`src/rtl/factorial_ctrl_if.sv`:
```
// Start/result handshake bundle for the factorial engine.
// The master drives go/n, and the slave (engine) returns ready/done/result/overflow.
interface factorial_ctrl_if #(
  parameter int WIDTH = 32
);
  logic             go;
  logic [7:0]       n;
  logic             ready;
  logic             done;
  logic [WIDTH-1:0] result;
  logic             overflow;

  modport master (
    output go,
    output n,
    input  ready,
    input  done,
    input  result,
    input  overflow
  );

  modport slave (
    input  go,
    input  n,
    output ready,
    output done,
    output result,
    output overflow
  );
endinterface

```
`src/rtl/factorial_ctrl.sv`:
```
// Iterative n! engine: an FSM sequences a 9-bit counter, a product register and a multiplier.
// Optional macro FACT_SAT_EN saturates the product to all-ones once it overflows.
module factorial_ctrl #(
  parameter int WIDTH = 32
) (
  input  logic             clk,
  input  logic             rst,
  factorial_ctrl_if.slave  bus
);

  typedef enum logic [1:0] {
    IDLE  = 2'd0,
    CHECK = 2'd1,
    DONE  = 2'd2
  } state_e;

  state_e           state_q, state_d;
  logic [7:0]       n_q, n_d;
  logic [8:0]       cnt_q, cnt_d;
  logic [WIDTH-1:0] prod_q, prod_d;
  logic             ovf_q, ovf_d;
  logic             done_q, done_d;
  logic [WIDTH-1:0] result_q, result_d;
  logic             ovf_out_q, ovf_out_d;

  logic [WIDTH+8:0] mul_s;
  logic             hi_nz_s;
  logic [WIDTH-1:0] prod_next_s;
  logic             exit_s;

  assign mul_s   = {9'd0, prod_q} * {{WIDTH{1'b0}}, cnt_q};
  assign hi_nz_s = |mul_s[WIDTH+8:WIDTH];
  assign exit_s  = ({1'b0, n_q} < cnt_q);

`ifdef FACT_SAT_EN
  assign prod_next_s = (ovf_q | hi_nz_s) ? {WIDTH{1'b1}} : mul_s[WIDTH-1:0];
`else
  assign prod_next_s = mul_s[WIDTH-1:0];
`endif

  // State and datapath registers; reset dominates every other input.
  always_ff @(posedge clk) begin
    if (rst) begin
      state_q   <= IDLE;
      n_q       <= 8'd0;
      cnt_q     <= 9'd0;
      prod_q    <= {WIDTH{1'b0}};
      ovf_q     <= 1'b0;
      done_q    <= 1'b0;
      result_q  <= {WIDTH{1'b0}};
      ovf_out_q <= 1'b0;
    end else begin
      state_q   <= state_d;
      n_q       <= n_d;
      cnt_q     <= cnt_d;
      prod_q    <= prod_d;
      ovf_q     <= ovf_d;
      done_q    <= done_d;
      result_q  <= result_d;
      ovf_out_q <= ovf_out_d;
    end
  end

  // Next-state and datapath control; done/result are registered while leaving DONE.
  always_comb begin
    state_d   = state_q;
    n_d       = n_q;
    cnt_d     = cnt_q;
    prod_d    = prod_q;
    ovf_d     = ovf_q;
    done_d    = 1'b0;
    result_d  = result_q;
    ovf_out_d = ovf_out_q;
    case (state_q)
      IDLE: begin
        if (bus.go) begin
          n_d     = bus.n;
          cnt_d   = 9'd2;
          prod_d  = {{(WIDTH-1){1'b0}}, 1'b1};
          ovf_d   = 1'b0;
          state_d = CHECK;
        end else begin
          state_d = IDLE;
        end
      end
      CHECK: begin
        if (exit_s) begin
          state_d = DONE;
        end else begin
          prod_d  = prod_next_s;
          cnt_d   = cnt_q + 9'd1;
          ovf_d   = ovf_q | hi_nz_s;
          state_d = CHECK;
        end
      end
      DONE: begin
        done_d    = 1'b1;
        result_d  = prod_q;
        ovf_out_d = ovf_q;
        state_d   = IDLE;
      end
      default: begin
        state_d = IDLE;
      end
    endcase
  end

  assign bus.ready    = (state_q == IDLE);
  assign bus.done     = done_q;
  assign bus.result   = result_q;
  assign bus.overflow = ovf_out_q;

endmodule

```
`src/flat_wrapper.sv`:
```
// flat-port wrapper written by rule: the top's interface ports become plain ports
module factorial_ctrl_flat 
#(
  parameter int WIDTH = 32
)
  (clk, rst, bus_go, bus_n, bus_ready, bus_done, bus_result, bus_overflow);
  factorial_ctrl_if #(.WIDTH(WIDTH)) bus_i ();
  input  logic clk;
  input  logic rst;
  input wire logic [$bits(bus_i.go)-1:0] bus_go;
  input wire logic [$bits(bus_i.n)-1:0] bus_n;
  output wire logic [$bits(bus_i.ready)-1:0] bus_ready;
  output wire logic [$bits(bus_i.done)-1:0] bus_done;
  output wire logic [$bits(bus_i.result)-1:0] bus_result;
  output wire logic [$bits(bus_i.overflow)-1:0] bus_overflow;
  assign bus_i.go = bus_go;
  assign bus_i.n = bus_n;
  assign bus_ready = bus_i.ready;
  assign bus_done = bus_i.done;
  assign bus_result = bus_i.result;
  assign bus_overflow = bus_i.overflow;
  factorial_ctrl #(.WIDTH(WIDTH)) u_core (.clk(clk), .rst(rst), .bus(bus_i));
endmodule
```
`config.mk`:
```
export PLATFORM = sky130hd
export DESIGN_NAME = factorial_ctrl_flat
export DESIGN_NICKNAME = d
export VERILOG_FILES = /design/src/rtl/factorial_ctrl_if.sv /design/src/rtl/factorial_ctrl.sv /design/src/flat_wrapper.sv
export SDC_FILE = /design/constraint.sdc
export NUM_CORES = 1
export LEC_CHECK = 0
export ABC_AREA = 0
export BUFFER_PORTS_ARGS = -buffer_cell sky130_fd_sc_hd__clkbuf_2
export CAP_MARGIN = 20
export CORE_MARGIN = 4
export CORE_UTILIZATION = 65
export DETAILED_ROUTE_END_ITERATION = 10
export GPL_TIMING_DRIVEN = 1
export MAX_ROUTING_LAYER = met4
export PLACE_DENSITY = 0.79
export SLEW_MARGIN = 40
export SYNTH_ARGS = -nofsm -noshare
export SYNTH_HDL_FRONTEND = slang
export SYNTH_SLANG_ARGS = --single-unit
```
`constraint.sdc`:
```
create_clock -name clk -period 14.85 [get_ports clk]
set_input_delay 1.485 -clock clk [delete_from_list [all_inputs] [get_ports clk]]
set_output_delay 1.485 -clock clk [all_outputs]
set_load 0.005 [all_outputs]
```
==> flow_summary.yaml <==
drt:
  dr.pass1.iters: 5
  dr_wl_met2_mm: 15.86
  routedWlPerCell_um: 17.92
  wl_met3_mm: 2.066
  wl_mm: 31.58
  num_vias: 10120
  drc: 0
  detail_route.vias_per_cell: 5.746
  ant_nets: 0
  first_iter_violations: 683
  wl_met1_mm: 12.07
  highest_layer: "met4"
grt:
  grt_use_total: 0.3122
  grt_pass1_vias: 10470
  grt_pass1_wl_mm: 52.34
  antenna_found_initial: 0
  grt-ovfl-total: 0
  grt_start_max_net_pins: 81
synthesis:
  yosys.area.top_type: "fa_1"
  syn_inst: 1531
  synth_fp_nets: 1822
  yosys-top-cells-count: "261 x nand2_1, 254 x inv_1, 211 x fa_1, 176 x and2_1, 110 x a21oi_1"
  syn_area_per_cell_um2: 8.172
  synthFlopType: "dfxtp_1"
  async_flop_share: 0
  yosysTopAreaCellShare: 0.3376
  yosysSeqAreaShare: 0.1376
  yosysWarnings: 0
  synth.most_common_cell: "nand2_1"
  synth.distinct_cells: 64
  synth_area_leaders: "fa_1 34%, dfxtp_1 14%, and2_1 8.8%"
  ys_ff_latch: 86
  synth_enable_flop_cells: 0
  synth.cell_area_um2: 12510
final_layout:
  antenna_cells: 0
  syn_to_final_growth_pct: 4.550
  regArea_um2: 1722
  fin_nets: 1788
  fin_cells: 1762
  n_fill_cell: 1523
  multiInputGateArea_um2: 9423
  drive_above_1_share: 0.05992
setup_path:
  crit_arrival_ps: 6260
  cp_data_required_time_ps: 15080
  critPathCaptureType: "flop"
  worst_path_dominant_cell_family: "adder cells"
  critPathMaxStageDelay_ps: 680
  critPathSlowestCell: "dfxtp_1"
  worstSetupPathType: "reg2reg"
  crit_top_cell: "fa_1"
  critPathMaxFanout: 25
  start_kind: "flop"
  regToRegSetupSlack_ps: 8820
  crit_buf_inv: 4
  path_cells: "buf_4, nand2_1, fa_1, inv_1, fa_1, fa_1, inv_1, fa_1, inv_1, ha_1, and4_1, o2111ai_1, o21a_1, o41ai_2, nand4_1, a21oi_1, a31oi_1, a2111oi_0, a31oi_1"
placement:
  io_buffers: 45
  dpl.cell_count: 1746
  dp_hpwl_mm: 24.18
  routabilityCongestion: 0.9179
  dp_slack_ps: 8886
cts:
  cts_buffer_depth: 2
  cts_resized: 0
  h-tree-depth: 3
  clock-sinks: 86
  post_cts_buffers: 0
  cts_tree: "built"
  clock_latency_ps: 360
  root_buffer: "clkbuf_16"
  cts.reportedPaths.clkPinSlew_ps: 70
  holdBufCountCts: 0
  cts_made_buffers: 9
power_and_ir_drop:
  p_clk_frac: 0.450
  p_seq_frac: 0.445
  intPower_w: 0.0003847
  p_sw_frac: 0.2899
  power_w: 0.0005417
  p_leak_nw: 6.456
  pwr-share-comb: 0.105
  vdd_drop_max_v: 0.00006611
  powerDensity_nw_per_um2: 41.41
  power.switching_w: 0.0001570
run:
  cap_violations: 0
timing:
  relSlewSlack: 0.4083
  finalClockSkew_ps: 8.067
  tightestPinTransition_ps: 885.7
  setup_ws_ps: 8821
  setup_viol_count_final: 0
  holdWs_ps: 457.6
  max_freq_mhz: 165.9
  slew_violations: 0
  finalHoldViolCount: 0
  period_needed_ps: 6029
  tns_ps: 0
  rsz0062_at_grt: "false"
  finalCritPeriodShare: 0.4060
run_status:
  status: "finished clean"
die:
  initial_utilization: 0.6644
  num_io_pins: 46
  dieWidth_um: 146.7
  die_area_um2: 21530
  die_h_um: 146.7
  core.rowCount: 50
  core_region_area_um2: 18830
worst_hold_path:
  hold_class: "reg2reg"
[sequential cells by signal, summed over array words and instances, names as in the netlist]
signal               flops
u_core.bus.done          1
u_core.cnt_q             9
u_core.state_q           2
u_core.n_q               8
u_core.ovf_q             1
u_core.bus.result       32
u_core.bus.overflow      1
u_core.prod_q           32
[layout make-up]
type                       instances  share of cell area
inverter                         254             0.07289
tap                              260             0.02487
clock inverter                     5            0.004974
clock buffer                      11             0.01856
multi-input combinational       1086              0.7204
timing repair buffer              60             0.02669
sequential                        86              0.1316
[cells by family (layout without fill, tap and decap cells)]
kind of cell             Yosys count  count (layout)  synth area share
buffers and inverters            359             330            0.1101
adder cells (fa/ha/maj)          280             280            0.4066
multiplexers                       1               1          0.001200
flip-flops                        86              86            0.1376
XOR/XNOR                          34              34           0.02380
AO/OA/AOI/OAI                    202             202           0.09821
AND/OR/NAND/NOR                  569             569            0.2224
[power groups by stage]
| stage | sequential (W) | clock (W) | combinational [W] |
|---|---|---|---|
| global placement | 0.000246 | 0 | 0.0000537 |
| global route | 0.000242 | 0.000252 | 0.0000608 |
| floorplan | 0.000241 | 0 | 0.0000389 |
| detailed placement | 0.000246 | 0 | 0.0000554 |
| finish | 0.000241 | 0.000244 | 0.0000568 |
| CTS | 0.000241 | 0.000246 | 0.0000555 |
[tightest hold or removal path: stages (launching register included)]
cell	delay [ps]
dfxtp_1	310
nand2_1	50
a21oi_1	50
[layout by cell type, fill, tap and decap left out, drive strengths merged, types with 4 or more instances in the layout]
master | Yosys | layout
buf | 10 | 15
o211ai | 4 | 4
a21oi | 110 | 110
nor2 | 39 | 39
clkbuf | 95 | 56
nor2b | 7 | 7
nand3 | 41 | 41
nand2b | 6 | 6
and2 | 178 | 178
a31oi | 11 | 11
a211oi | 4 | 4
o21ai | 27 | 27
inv | 254 | 256
fa | 211 | 211
dfxtp | 86 | 86
nand4 | 16 | 16
nand2 | 261 | 261
and3 | 4 | 4
o21bai | 5 | 5
nor3 | 6 | 6
ha | 69 | 69
xnor2 | 23 | 23
a21o | 13 | 13
xor2 | 11 | 11
[final timing paths]
check | startpoint | end | depth (start not counted)
hold / removal | u_core.bus.result[27] | u_core.bus.result[27] | 2
setup reg to reg | u_core.cnt_q[2] | u_core.ovf_q | 19
hold reg to reg | u_core.bus.result[27] | u_core.bus.result[27] | 2
setup / recovery | u_core.cnt_q[2] | u_core.ovf_q | 19
[per-stage QoR]
stage               cell area [um^2]  utilization
floorplan                      12510            -
finish                         13080       0.6946
global route                   13080       0.6946
CTS                            13080       0.6944
global placement               12750       0.6773
detailed placement             12770       0.6781
[per-layer routing]
| layer | global-route usage | vias up |
|---|---|---|
| met1 | 0.3844 | 4981 |
| met5 | - | - |
| met4 | 0.1533 | 0 |
| met3 | 0.03486 | 106 |
| li1 | - | 4621 |
| met2 | 0.5160 | 416 |
Power figures use the tool's default switching activity.
